--- config.mk ---
export PLATFORM = sky130hd
export DESIGN_NAME = branch_cmp_seq
export DESIGN_NICKNAME = d
export VERILOG_FILES = /design/src/rtl/branch_cmp_seq.sv
export SDC_FILE = /design/constraint.sdc
export NUM_CORES = 1
export LEC_CHECK = 0
export ABC_AREA = 1
export BUFFER_PORTS_ARGS = -buffer_cell sky130_fd_sc_hd__buf_2
export CORE_ASPECT_RATIO = 0.6
export CORE_UTILIZATION = 58
export CTS_CLUSTER_DIAMETER = 60
export DETAILED_ROUTE_END_ITERATION = 12
export GPL_TIMING_DRIVEN = 0
export PLACE_DENSITY = 0.85
export SLEW_MARGIN = 5
export SYNTH_ARGS = -nofsm -noshare
export SYNTH_HDL_FRONTEND = slang
export SYNTH_SLANG_ARGS = --single-unit
--- constraint.sdc ---
create_clock -name clk -period 3.2 [get_ports clk]
set_input_delay 0.16 -clock clk [delete_from_list [all_inputs] [get_ports clk]]
set_output_delay 0.16 -clock clk [all_outputs]
set_load 0.02 [all_outputs]
--- src/rtl/branch_cmp_seq.sv ---
// -----------------------------------------------------------------------------
// branch_cmp_seq
//   Multi-cycle branch comparator. Operands are compared SLICE bits per cycle,
//   most significant slice first, and the compare stops at the first slice that
//   differs. Driven by a start/busy/done handshake beside the D-stage.
//
// Parameters
//   WIDTH    operand width
//   SLICE    bits compared per cycle (WIDTH must be a multiple of SLICE)
//
// Ports
//   clk      clock, rising edge
//   reset    synchronous, active-high
//   start_i  request, accepted in IDLE when flush_i is low
//   flush_i  abort an in-flight compare (also drops a same-cycle start)
//   op_i     0 BEQ 1 BNE 2 BLT 3 BGE 4 BLTU 5 BGEU 6 BLEZ 7 BGTZ
//   c1_i     operand A, sampled on accepted start
//   c2_i     operand B, sampled on accepted start, ignored for BLEZ/BGTZ
//   busy_o   high while a compare is running
//   done_o   one-cycle pulse when cmp_o is updated
//   cmp_o    branch-taken result, held until the next done
// -----------------------------------------------------------------------------
module branch_cmp_seq #(
    parameter int WIDTH = 32,
    parameter int SLICE = 8
) (
    input  logic             clk,
    input  logic             reset,
    input  logic             start_i,
    input  logic             flush_i,
    input  logic [2:0]       op_i,
    input  logic [WIDTH-1:0] c1_i,
    input  logic [WIDTH-1:0] c2_i,
    output logic             busy_o,
    output logic             done_o,
    output logic             cmp_o
);

    localparam int NSLICE = WIDTH / SLICE;
    localparam int IDXW   = (NSLICE > 1) ? $clog2(NSLICE) : 1;
    localparam logic [IDXW-1:0] IDX_TOP = IDXW'(NSLICE - 1);

    localparam logic [2:0] OP_BEQ  = 3'd0;
    localparam logic [2:0] OP_BNE  = 3'd1;
    localparam logic [2:0] OP_BLT  = 3'd2;
    localparam logic [2:0] OP_BGE  = 3'd3;
    localparam logic [2:0] OP_BLTU = 3'd4;
    localparam logic [2:0] OP_BGEU = 3'd5;
    localparam logic [2:0] OP_BLEZ = 3'd6;
    localparam logic [2:0] OP_BGTZ = 3'd7;

    typedef enum logic {IDLE, RUN} state_e;

    state_e            state_q;
    logic [WIDTH-1:0]  a_q, b_q;
    logic [2:0]        op_q;
    logic [IDXW-1:0]   idx_q;
    logic              done_q, cmp_q;

    logic [WIDTH-1:0]  a_d, b_d;
    logic [SLICE-1:0]  sa, sb;
    logic              decided, lt, eq, res_d, is_signed, is_zero_op;
    int                base;

    // Inverting the sign bit maps two's-complement order onto unsigned order,
    // so the slice engine only ever does unsigned compares.
    always_comb begin
        is_zero_op = (op_i == OP_BLEZ) || (op_i == OP_BGTZ);
        is_signed  = (op_i == OP_BLT) || (op_i == OP_BGE) || is_zero_op;
        a_d        = c1_i;
        b_d        = is_zero_op ? '0 : c2_i;
        if (is_signed) begin
            a_d[WIDTH-1] = ~a_d[WIDTH-1];
            b_d[WIDTH-1] = ~b_d[WIDTH-1];
        end
    end

    always_comb begin
        base    = int'(idx_q) * SLICE;
        sa      = a_q[base +: SLICE];
        sb      = b_q[base +: SLICE];
        // Equal slices only settle the result on the last (LSB) slice.
        decided = (sa != sb) || (idx_q == '0);
        lt      = (sa < sb);
        eq      = (sa == sb);
        case (op_q)
            OP_BEQ:           res_d = eq;
            OP_BNE:           res_d = !eq;
            OP_BLT, OP_BLTU:  res_d = lt;
            OP_BGE, OP_BGEU:  res_d = !lt;
            OP_BLEZ:          res_d = lt | eq;
            OP_BGTZ:          res_d = !(lt | eq);
            default:          res_d = 1'b0;
        endcase
    end

    always_ff @(posedge clk) begin
        if (reset) begin
            state_q <= IDLE;
            a_q     <= '0;
            b_q     <= '0;
            op_q    <= '0;
            idx_q   <= '0;
            done_q  <= 1'b0;
            cmp_q   <= 1'b0;
        end else begin
            done_q <= 1'b0;
            case (state_q)
                IDLE: begin
                    if (start_i && !flush_i) begin
                        a_q     <= a_d;
                        b_q     <= b_d;
                        op_q    <= op_i;
                        idx_q   <= IDX_TOP;
                        state_q <= RUN;
                    end
                end
                RUN: begin
                    // Flush beats a result decided in the same cycle.
                    if (flush_i) begin
                        state_q <= IDLE;
                    end else if (decided) begin
                        cmp_q   <= res_d;
                        done_q  <= 1'b1;
                        state_q <= IDLE;
                    end else begin
                        idx_q <= idx_q - IDXW'(1);
                    end
                end
                default: state_q <= IDLE;
            endcase
        end
    end

    assign busy_o = (state_q == RUN);
    assign done_o = done_q;
    assign cmp_o  = cmp_q;

endmodule

==> results.toml, run 1 <==
[synth]
synth_cell_types = 28
syn-num-nets = 539
synthArstFlopShare_pct = 0
ys.flop_type = "dfxtp_1"
syn-cell-area_mm2 = 0.00336
synth_edf_count = 0
synth_warnings = 0
synth_area_per_cell_um2 = 7.32
synth_seq_cells = 72
yosysSeqAreaShare_pct = 42.9
syn_inst = 459

[sta]
slew_headroom_pct = 62.7
rsz0062_at_grt = "false"
hold_violations = 0
slew_violations = 0
finClkSkew_ns = 0.00556
finalSetupViolCount = 0
tightest_slew_ns = 0.560
fin_crit_sh_pct = 78.6
fmax_ghz = 0.398
post-route-min-period_ns = 2.51
fin_setup_tns_ns = 0

[status]
status = "finished clean"

[clocking]
cts_root_buf = "clkbuf_8"
clkLatencyLatePin_ns = 0.35
htreeDepth = 3
clockBufferDepth = 2
clock-sinks = 72
clk_pin_slew_ns = 0.07
numCtsBuffers = 9
cts_tree = "done"
cts-resized-gates = 0
hold_buffers = 0
cts_setup_buffers = 0

[routing]
drt_pre_antenna_iters = 5
wl_per_cell_um = 15.2
drc = 0
drt_wl_total_um = 9510
drtIter0Drc = 285
route.vias.total = 3474
vias_per_cell = 5.54
drtAntennaViolNets = 0

[finish]
layout_commonest_cell = "nand2_1"
multi_input_area_mm2 = 0.00164
final_cell_mix = "nand2_1, a21oi_1, buf_2, dfxtp_1, o21ai_0"
insertedDiodeCount = 0
drive_above_1_share_pct = 21.9
seq_area_mm2 = 0.00144
instances_no_fill = 627
final_nets = 622
finalInstanceArea_mm2 = 0.00406
num-fill-cells = 465
syn_to_final_growth_pct = 21.0

[job]
maxCapViolations = 0

[critical_path]
rr_endpoint = "idx_q[1]"
slowest_stage = "dfxtp_1"
cp.required_ns = 3.46
arrival_ns = 2.78
critPathKind = "reg2reg"
rr_worst_depth = 13
cp_num_buf_inv = 1
critPathMaxFanout = 10
crit_family = "simple AND/OR/NAND/NOR gates"
cp-start-kind = "flip-flop"
setup.worst_path.end_class = "flip-flop"
crit_chain = "clkbuf_1 -> nand2_1 -> o21ai_0 -> a21oi_1 -> ha_1 -> nand2_2 -> nor2_4 -> nand2_4 -> nor2_4 -> nand2_2 -> nand2_4 -> o21ai_1 -> a31oi_1"
worstReg2RegStart = "idx_q[0]"
slowest_delay_ns = 0.43
rrSetupSlack_ns = 0.69

[die]
ioPinCount = 74
fp-row-count = 21
die_y_um = 60.9
fp.coreArea_mm2 = 0.00557
chipWidth_um = 100
initial_core_util_pct = 60.3
die_area_mm2 = 0.00611

[pwr]
power.density_mw_per_mm2 = 548
power_leakage_nw = 1.70
power_mw = 2.23
ir_worst_vdd_uv = 336

[placement]
gp_congestion = 0.899
postPlaceCellArea_mm2 = 0.00382
dp_cells = 611
dp_hpwl_um = 7130
portBuffers = 72

[global_route]
grt.total_usage_pct = 32.4
antenna_found_initial = 0
grt_pass1_vias = 2881
grt_pass1_wl_um = 14400
grt_max_degree = 13
overflow = 0

[hold_path]
hold_start = "c1_i[5]"
worst_hold_path.endpoint = "a_q[5]"
hold_class = "in2reg"
min_delay_path_depth = 3
-- layout make-up --
| cell class | count | area share, % |
|---|---|---|
| Buffer | 32 | 4.03 |
| Clock buffer | 11 | 3.48 |
| Clock inverter | 5 | 2.56 |
| Inverter | 31 | 2.86 |
| Multi-Input combinational cell | 324 | 40.3 |
| Sequential cell | 72 | 35.5 |
| Tap cell | 80 | 2.46 |
| Timing Repair Buffer | 72 | 8.87 |
-- synthesized netlist by cell type (all sizes together) (2+ instances only) --
cell / count / area share, %
dfxtp: 72 / 43
ha: 9 / 3.4
inv: 31 / 3.5
nand3: 23 / 3.8
nand2: 112 / 13
nor2: 25 / 3.5
a21oi: 87 / 13
a211oi: 13 / 2.9
a31oi: 2 / 0.37
buf: 21 / 3.7
o22ai: 8 / 1.5
o21ai: 40 / 6.0
clkbuf: 11 / 1.2
-- sequential cells by signal (all words and copies together) (netlist names) --
name    flops
done_o      1
a_q        32
busy_o      1
cmp_o       1
op_q        3
idx_q       2
b_q        32
-- tightest hold or removal path, delay by kind of cell --
kind                   cells  cell delay (ns)
AO/OA/AOI/OAI              1             0.05
buffers and inverters      1             0.09
AND/OR/NAND/NOR            1             0.05
-- power by group --
| part | switching, mW | internal [mW] |
|---|---|---|
| clock network | 0.339 | 0.539 |
| registers | 0.0273 | 0.942 |
| logic | 0.235 | 0.145 |
| total | 0.602 | 1.63 |
-- per-stage QoR --
stage / setup WS (ns) / utilization, % / hold slack [ns]
final: 0.686 / 73.0 / 0.0464
after global routing: 0.526 / 73.0 / 0.0380
after CTS: 0.796 / 73.0 / 0.0355
after detailed placement: 0.876 / 68.6 / 0.414
after global placement: 0.940 / 68.6 / 0.409
after floorplan: 1.25 / - / 0.303
-- kinds of logic (layout without fill, tap and decap cells) --
logic type      Yosys count  after routing  synth area share, %
simple gates            162            162                 20.9
compound gates          152            152                 24.2
flops                    72             72                 42.9
buf+inv                  63            151                 8.35
fa+ha+maj                 9              9                 3.35
xor+xnor                  1              1                0.261
-- metal layers --
| metal | vias up | GRT usage (%) | share of wire, % | routed length (um) |
|---|---|---|---|---|
| met5 | - | 0 | 0 | 0 |
| met4 | 0 | 14.9 | 2.1 | 200 |
| met3 | 23 | 7.83 | 11 | 1070 |
| met2 | 195 | 45.0 | 40 | 3780 |
| met1 | 1551 | 47.5 | 47 | 4470 |
| li1 | 1705 | - | - | - |
-- worst max path at each step --
stage / startpoint / endpoint / depth (start not counted)
after floorplan: idx_q[1] / cmp_o / 14
after global placement: idx_q[0] / idx_q[1] / 13
after detailed placement: idx_q[0] / cmp_o / 14
after CTS: idx_q[0] / cmp_o / 14
after global routing: idx_q[0] / cmp_o / 14
final: idx_q[0] / idx_q[1] / 13
(Power assumes the default switching activity.)
==> run 2: changes to the inputs <==
--- a/config.mk
+++ b/config.mk
@@ -5,14 +5,14 @@
 export SDC_FILE = /design/constraint.sdc
 export NUM_CORES = 1
 export LEC_CHECK = 0
-export ABC_AREA = 1
+export ABC_AREA = 0
 export BUFFER_PORTS_ARGS = -buffer_cell sky130_fd_sc_hd__buf_2
 export CORE_ASPECT_RATIO = 0.6
-export CORE_UTILIZATION = 58
+export CORE_UTILIZATION = 53
 export CTS_CLUSTER_DIAMETER = 60
 export DETAILED_ROUTE_END_ITERATION = 12
 export GPL_TIMING_DRIVEN = 0
-export PLACE_DENSITY = 0.85
+export PLACE_DENSITY = 0.79
 export SLEW_MARGIN = 5
 export SYNTH_ARGS = -nofsm -noshare
 export SYNTH_HDL_FRONTEND = slang
==> constraint.sdc (replaced) <==
create_clock -name clk -period 2.5 [get_ports clk]
set_input_delay 0.125 -clock clk [delete_from_list [all_inputs] [get_ports clk]]
set_output_delay 0.125 -clock clk [all_outputs]
set_load 0.02 [all_outputs]
==> run 2 against run 1 <==
Compared with the run above: the flow now finishes with violations (setup timing); die area up 4.4%; via count down 10%; register-to-register slack worse by 0.70 ns; global-route usage down 2.8 points; worst setup slack worse by 0.70 ns; count of clock-buffer cells in the layout up 2; area after synthesis down 4.5%; first-iteration DRC count down 18%; critical path type unchanged; critical endpoint is now cmp_o; largest cell class unchanged; largest power group unchanged; highest routed layer unchanged.
==> results.toml, run 2 <==
[status]
status = "finished with violations"
violations = "setup timing"

[synth]
post-synth-top-count-cell = "nand2_1"
synth.area.top_cells = "dfxtp_1, nand2_1, mux4_2"
syn-cell-area_mm2 = 0.00321
synth_warnings = 0
synth_seq_cells = 72
synth_area_per_cell_um2 = 8.57
syn_inst = 374
syn-num-nets = 454
synth_cell_types = 28
synth.largest_area_cell = "dfxtp_1"
synth_common_cells = "nand2_1, dfxtp_1, a21oi_1"
yosysSeqAreaShare_pct = 44.9
synth_edf_count = 0
ys.flop_type = "dfxtp_1"
yosysTopAreaCellShare_pct = 44.9
synthArstFlopShare_pct = 0

[clocking]
htreeDepth = 3
cts_root_buf = "clkbuf_8"
clock-sinks = 72
numCtsBuffers = 9
clk_pin_slew_ns = 0.07
clockBufferDepth = 2
cts_tree = "done"
clkLatencyLatePin_ns = 0.35

[global_route]
overflow = 0
grt_max_degree = 12
grt.total_usage_pct = 29.6
antenna_found_initial = 0
grt_pass1_wl_um = 13900
grt_pass1_vias = 2816

[critical_path]
setup.worst_path.end_class = "flip-flop"
cp-start-kind = "flip-flop"
worstReg2RegStart = "idx_q[0]"
critPathKind = "reg2reg"
critPathMaxFanout = 5
arrival_ns = 2.75
cp.required_ns = 2.74
startpoint = "idx_q[0]"

[die]
die_area_mm2 = 0.00638
fp-row-count = 21
die_y_um = 62.3
fp.coreArea_mm2 = 0.00570
initial_core_util_pct = 56.2
chipWidth_um = 102
ioPinCount = 74

[finish]
final_cell_mix = "nand2_1, buf_2, dfxtp_1, a21oi_1, nand3_1"
finalInstanceArea_mm2 = 0.00413
syn_to_final_growth_pct = 28.9
drive_above_1_share_pct = 30.9
final_nets = 550
layout_commonest_cell = "nand2_1"
insertedDiodeCount = 0
largestRegisters = "a_q: 32 flops, b_q: 32 flops, op_q: 3 flops"

[routing]
vias_per_cell = 5.62
route.vias.total = 3121
drtIter0Drc = 235
drt_pre_antenna_iters = 4
drtAntennaViolNets = 0
drc = 0
wl_per_cell_um = 16.5
drt_wl_total_um = 9180

[sta]
fin_crit_sh_pct = 100
slew_violations = 0
layout_setup_ws_ns = -0.00940
post-route-min-period_ns = 2.51
finalSetupViolCount = 1
slew_headroom_pct = 60.1
holdWs_ns = 0.00578
fin_setup_tns_ns = -0.00940
tightest_slew_ns = 0.599
finClkSkew_ns = 0.00906
fmax_ghz = 0.399
rsz0062_at_grt = "true"
hold_violations = 0

[pwr]
power.density_mw_per_mm2 = 612
power_mw = 2.53
ir_worst_vdd_uv = 311
power_leakage_nw = 1.60

[placement]
gp_congestion = 0.876
postPlaceCellArea_mm2 = 0.00367
dp_hpwl_um = 6340
pre_cts_slack_ns = -0.681
portBuffers = 73

[hold_path]
hold_class = "in2reg"
hold_start = "c1_i[23]"

[job]
maxCapViolations = 0
## run 2: cell families (layout without fill, tap and decap cells)
| group | count (synthesis) | in the layout | share of synthesized area, % |
|---|---|---|---|
| adders and majority gates | 9 | 9 | 3.51 |
| and+or+nand+nor | 155 | 155 | 20.8 |
| xor gates and xnor gates | 2 | 2 | 0.546 |
| AOI/OAI and AO/OA | 78 | 78 | 13.3 |
| buffers and inverters | 42 | 143 | 5.73 |
| DFF | 72 | 72 | 44.9 |
| muxes | 16 | 16 | 11.2 |
## run 2: stage by stage
stage | cells | utilization, %
floorplan | 374 | -
global placement | 527 | 64.4
detailed placement | 527 | 64.4
CTS | 544 | 69.1
global route | 555 | 72.5
finish | 555 | 72.5
## run 2: critical path, stage by stage (launching register included)
cell and delay [ns]:
dfxtp_2 0.34, buf_8 0.13, buf_12 0.13, mux4_2 0.54, ha_4 0.29, nand4_1 0.11, buf_6 0.16, o311ai_4 0.37
nor4b_2 0.09, a31oi_1 0.16, nand3b_1 0.08
## run 2: final timing paths
| check | endpoint | cells after the start | slack, ns |
|---|---|---|---|
| worst max-delay path | cmp_o | 10 | -0.009 |
| worst min-delay path | a_q[23] | 3 | 0.006 |
| worst max register to register | cmp_o | 10 | -0.009 |
| worst min register to register | b_q[21] | 2 | 0.45 |
## run 2: routing by layer
metal  GRT usage [%]  vias to the layer above  wire length, um
li1                -                     1484                -
met2            41.7                      161             3960
met5               0                        -                0
met1            44.5                     1465             4280
met4            7.32                        0               90
met3            8.22                       11              853
## run 2: layout make-up
cell class | count | area (um2)
clock buffer | 13 | 149
buffer | 30 | 164
timing repair buffer | 85 | 507
clock inverter | 3 | 17.5
inverter | 12 | 45.0
sequential | 72 | 1440
multi-input combinational | 260 | 1710
tap | 80 | 100
fill | 448 | 1570
## run 2: repair_timing
action	CTS	global route
setup endpoints to repair	5	3
setup buffers	1	9
cloned	0	2
gates resized for setup	16	16
pin swaps	2	10
hold buffers	0	0
endpoints found under the hold margin	0	0
## run 2: power breakdown
part           internal [mW]  switching (mW)
Sequential              1.20          0.0328
Combinational          0.228           0.261
Clock                  0.385           0.423
